[src/rtl/packed_switch_seq.sv]
// Frame sequencer for one packed_switch stage: walks a per-beat swap mask, handshakes the
// input stream and re-aligns valid/last with the switch output. Optional PACKED_SWITCH_SEQ_LASTCHK_EN.
module packed_switch_seq #(
   parameter int NUM_BEATS = 20,
   parameter int LATENCY   = 2
) (
   input  logic                 CLK,
   input  logic                 RST_N,
   input  logic                 CFG_WE,
   input  logic [NUM_BEATS-1:0] CFG_MASK,
   input  logic                 START,
   output logic                 BUSY,
   output logic                 DONE,
   input  logic                 I_VALID,
   output logic                 I_READY,
   output logic                 SWITCH_SET,
   output logic                 O_VALID,
   output logic                 O_LAST,
   output logic                 ERR,
   input  logic                 I_LAST
);

   localparam int CW = (NUM_BEATS > 2) ? $clog2(NUM_BEATS) : 1;
   localparam logic [CW-1:0] LAST_BEAT = CW'(NUM_BEATS - 1);

   typedef enum logic [1:0] {S_IDLE, S_RUN, S_DRAIN} state_e;

   state_e               state_q, state_d;
   logic [NUM_BEATS-1:0] mask_q, mask_d;
   logic [CW-1:0]        beat_cnt_q, beat_cnt_d;
   logic [LATENCY-1:0]   vld_q, vld_d, lst_q, lst_d;
   logic                 busy_q, busy_d, done_q, done_d;
   logic                 accept, is_last;

   always_comb begin
      accept     = (state_q == S_RUN) && I_VALID;
      is_last    = (beat_cnt_q == LAST_BEAT);
      state_d    = state_q;
      mask_d     = mask_q;
      beat_cnt_d = beat_cnt_q;
      // Pipe depth equals the switch latency so the tail lines up with O_PORT.
      vld_d[0]   = accept;
      lst_d[0]   = accept && is_last;
      for (int i = 1; i < LATENCY; i++) begin
         vld_d[i] = vld_q[i-1];
         lst_d[i] = lst_q[i-1];
      end
      case (state_q)
         S_IDLE: begin
            beat_cnt_d = '0;
            if (CFG_WE) mask_d = CFG_MASK;
            if (START) state_d = S_RUN;
         end
         S_RUN: begin
            if (accept) begin
               if (is_last) begin
                  beat_cnt_d = '0;
                  state_d    = S_DRAIN;
               end else begin
                  beat_cnt_d = beat_cnt_q + 1'b1;
               end
            end
         end
         S_DRAIN: if (vld_q == '0) state_d = S_IDLE;
         default: state_d = S_IDLE;
      endcase
      busy_d = (state_d != S_IDLE);
      // Raised for the final DRAIN cycle, i.e. the one that moves back to IDLE.
      done_d = (state_d == S_DRAIN) && (vld_d == '0);
   end

   always_ff @(posedge CLK or negedge RST_N) begin
      if (!RST_N) begin
         state_q    <= S_IDLE;
         mask_q     <= '0;
         beat_cnt_q <= '0;
         vld_q      <= '0;
         lst_q      <= '0;
         busy_q     <= 1'b0;
         done_q     <= 1'b0;
      end else begin
         state_q    <= state_d;
         mask_q     <= mask_d;
         beat_cnt_q <= beat_cnt_d;
         vld_q      <= vld_d;
         lst_q      <= lst_d;
         busy_q     <= busy_d;
         done_q     <= done_d;
      end
   end

   assign I_READY    = (state_q == S_RUN);
   assign SWITCH_SET = I_READY ? mask_q[beat_cnt_q] : 1'b0;
   assign O_VALID    = vld_q[LATENCY-1];
   assign O_LAST     = lst_q[LATENCY-1];
   assign BUSY       = busy_q;
   assign DONE       = done_q;

`ifdef PACKED_SWITCH_SEQ_LASTCHK_EN
   logic err_q, err_d;

   always_comb begin
      err_d = err_q || (accept && (I_LAST != is_last));
   end

   always_ff @(posedge CLK or negedge RST_N) begin
      if (!RST_N) err_q <= 1'b0;
      else        err_q <= err_d;
   end

   assign ERR = err_q;
`else
   logic unused_i_last;
   assign unused_i_last = I_LAST;
   assign ERR           = 1'b0;
`endif

endmodule

[config.mk]
export PLATFORM = sky130hd
export DESIGN_NAME = packed_switch_seq
export DESIGN_NICKNAME = d
export VERILOG_FILES = /design/src/rtl/packed_switch_seq.sv
export SDC_FILE = /design/constraint.sdc
export NUM_CORES = 1
export LEC_CHECK = 0
export CAP_MARGIN = 20
export CORE_ASPECT_RATIO = 0.75
export CORE_MARGIN = 10
export CORE_UTILIZATION = 53
export DETAILED_ROUTE_END_ITERATION = 6
export PLACE_DENSITY = 0.83
export SYNTH_ARGS = -nofsm -noshare
export SYNTH_HDL_FRONTEND = slang
export SYNTH_SLANG_ARGS = --single-unit
[constraint.sdc]
create_clock -name CLK -period 2.74 [get_ports CLK]
set_input_delay 0.548 -clock CLK [delete_from_list [all_inputs] [get_ports CLK]]
set_output_delay 0.548 -clock CLK [all_outputs]
set_load 0.02 [all_outputs]
==> key figures <==
Worst setup path
  • CP endpoint kind: output port
  • CP Data Arrival Time: about 2.0 ns
  • CP max FO: 8
  • R2R Setup Slk: about 1.2 ns
  • Crit-path slowest cell: mux4_2
  • Worst path required time: between 2 and 2.5 ns
  • FF-to-FF path depth: 6
  • Max stage delay on crit path: 0.49 ns
  • Most frequent cell on the critical path: nand3_1
  • Critical path launch point type: flip-flop
  • Class of the most critical setup path: reg -> out
  • Worst-path cell chain: buf_4 > mux4_2 > nand2b_1 > nand3_1 > nand3_1 > dlygate4sd2_1

Timing
  • Worst clock skew: ~0.0039 ns
  • FMAX: ~400 MHz
  • Final Hold Violating Endpoints: 0
  • Ratio of final minimum period to clock period: about nine tenths
  • Final hold slack: between 0.3 and 0.4 ns
  • Minimum clock period after layout: roughly 2.5 ns
  • Finish-stage setup viols: 0
  • Slew Limit Fails: 0
  • Setup TNS: 0 ns
  • Unrepaired setup endpoints after global routing: no

Die
  • Core area: ~0.0027 mm^2
  • Num ports: 33
  • Die H: ~66 um
  • Die Wd: roughly 80 um
  • Die Area: 0.00537 mm^2
  • Rows: 16
  • Initial Utilization: 56.2%

Route
  • ANT nets after route: 0
  • WL/cell: approximately 16 um
  • DR iter-0 viols: 245
  • Initial DRT Pass Iterations: 4
  • Post-Route WL: between 3 and 4 mm
  • DRC: 0
  • Via density: between 5 and 6
  • Vias: about 1100

Global route
  • Global-route wire length before repair: 5.34 mm
  • GRT met1 Usage: between 10 and 15%
  • GR Util met3: between 5 and 6%
  • Most Used Layer, Global Route: met2
  • Vias in the first global route: between 1000 and 1500
  • GRT overflow: 0
  • Largest net degree at the start of global routing: 34
  • Met2 Use GR: about a fifth
  • Total GRT Usage: about 13%
  • Antenna violations before repair: 0

Placed design
  • Dpl cells: about 190
  • Port-buffer cells: 30
  • Detailed Place HPWL: 2.33 mm
  • Gpl congestion: roughly 0.84

Clock network
  • TritonCTS Buffers: 5
  • Post_cts resized: 3
  • Clock slew at reported path FFs: around 0.060 ns
  • H-tree Lvls: 2
  • Post-CTS setup buffers: 0
  • Max Root-Sink Buffers: 2
  • CTS root buf: clkbuf_8
  • Worst skew pair latency: between 0.2 and 0.3 ns
  • Post-CTS Hold Fix Bufs: 0
  • CTS tree: done
  • Clk sinks: 33

Pwr
  • Sequential fraction of design power: between 40% and 50%
  • Static leakage: between 0.8 and 0.9 nW
  • Internal: 1.31 mW
  • Clock Power Share: 17.4%
  • Combinational power share: between 40 and 50%
  • PD cells: roughly 1000 mW/mm^2
  • Sw Share: 33.2%
  • Net load switching power: between 0.6 and 0.7 mW
  • Worst vdd rail ir drop: 0.605 mV

Logic synthesis
  • Gate Count Post-Synth: 119
  • FF+latch count, synth: 33
  • Ys flop type: dfrtp_1
  • Synth warn: 0
  • Post-Syn Area: approximately 0.0015 mm^2
  • EDFF count, synth: 0
  • Post-synth ARST share: 100%
  • Top-area cell type share of the netlist area: between 50% and 60%
  • Register area share after synthesis: a little under three fifths
  • Synth Area per Inst: roughly 13 um^2
  • Synth cell types: 27
  • Largest area contributor in the netlist: dfrtp_1
  • Top post-synthesis cells by area: dfrtp_1 55%, mux2_2 15%, mux4_2 4.5%
  • Syn Nets: about 150

Hold path
  • Hold path cells: 0
  • Worst hold path type: reg -> reg

Layout
  • Multi-input gate area: ~630 um^2
  • Final core utilization: 72.7%
  • Share of layout cells above drive strength 1: between 20% and 30%
  • Area added between synthesis and finish: 29.5%
  • FILL cells: 180
  • Ant. Diodes: 0
  • Final nets: ~180
  • Reg area: between 800 and 900 um^2
  • Non-Filler Instances: 193

Job
  • Maxcap violations: 0

Status
  • Status: completed
-- state kept, by name, summed over array words and instances (netlist names) --
signal      cells
BUSY            1
DONE            1
beat_cnt_q      5
lst_q           2
mask_q         20
state_q         2
vld_q           2
-- area by class of cell --
type | instances | area share [%]
multi-input combinational | 76 | 32.5
tap | 36 | 2.33
inverter | 5 | 0.970
clock buffer | 8 | 4.14
timing repair buffer | 35 | 17.4
sequential | 33 | 42.7
-- logic make-up (layout without fill, tap and decap cells) --
logic type | count (synthesis) | count (layout) | share of synthesized area, %
AOI/OAI and AO/OA | 17 | 17 | 7.95
adders and majority gates | 1 | 1 | 0.837
buffers and inverters | 10 | 48 | 3.18
DFF | 33 | 33 | 55.2
muxes | 27 | 27 | 22.3
other | 1 | 1 | 0.251
and+or+nand+nor | 30 | 30 | 10.3
-- path summary, 6_finish.rpt --
path | start | end
max in group asynchronous | RST_N | mask_q[2]$_DFFE_PN0P_
worst max-delay path | beat_cnt_q[0]$_DFFE_PN0P_ | SWITCH_SET
worst min register to register | lst_q[0]$_DFF_PN0_ | lst_q[1]$_DFF_PN0_
min in group asynchronous | RST_N | beat_cnt_q[4]$_DFFE_PN0P_
worst max register to register | beat_cnt_q[0]$_DFFE_PN0P_ | state_q[1]$_DFF_PN0_
worst min-delay path | lst_q[0]$_DFF_PN0_ | lst_q[1]$_DFF_PN0_
-- worst max-delay path: cells and delay by family, from the launching register on --
kind | cells | cell delay [ns]
muxes | 1 | 0.49
and+or+nand+nor | 3 | 0.30
buffers and inverters | 2 | 0.52
DFF | 1 | 0.35
-- power groups by stage --
stage               Sequential [mW]  Combinational, mW  Clock [mW]
floorplan                     0.798              0.560           0
global placement              0.820              0.770           0
detailed placement            0.833              0.801           0
CTS                           0.830              0.797       0.346
global route                  0.855              0.869       0.373
finish                        0.829              0.790       0.342
-- metrics by stage --
step / worst slack, ns / cell area (um^2) / power (mW)
after floorplan: 0.801 / 1500 / 1.36
after global placement: 0.264 / 1850 / 1.59
after detailed placement: 0.245 / 1850 / 1.63
after CTS: 0.222 / 1940 / 1.97
after global routing: 0.0813 / 1940 / 2.10
final: 0.241 / 1940 / 1.96
-- cell usage after synthesis, types with 2 or more instances --
cell type and instances:
nand3_1 4, mux4_2 3, o21ai_0 5, nor2b_1 4
a2111oi_0 2, nand2_1 8, inv_1 5, nor3b_1 2
mux2_2 20, mux2i_1 4, nor2_1 5, nand2b_1 5
buf_4 2, dfrtp_1 33, a21o_1 3, o21bai_1 2
buf_2 2
-- placed cells by master (no fill, tap or decap), types with 4 or more instances in the layout --
cell              n
mux2_2           20
nand2b_1          5
clkbuf_8          5
nand3_1           4
clkdlybuf4s50_1  29
dfrtp_1          33
o21ai_0           5
nor2_1            5
mux2i_1           4
inv_1             5
nor2b_1           4
nand2_1           8
buf_4             5
-- routing by layer --
| metal | routed length [um] | share of wire [%] |
|---|---|---|
| met4 | 74 | 2.4 |
| met3 | 196 | 6.3 |
| met1 | 1310 | 42 |
| met5 | 0 | 0 |
| met2 | 1550 | 50 |
No activity file was read; power rests on OpenSTA's default activity.
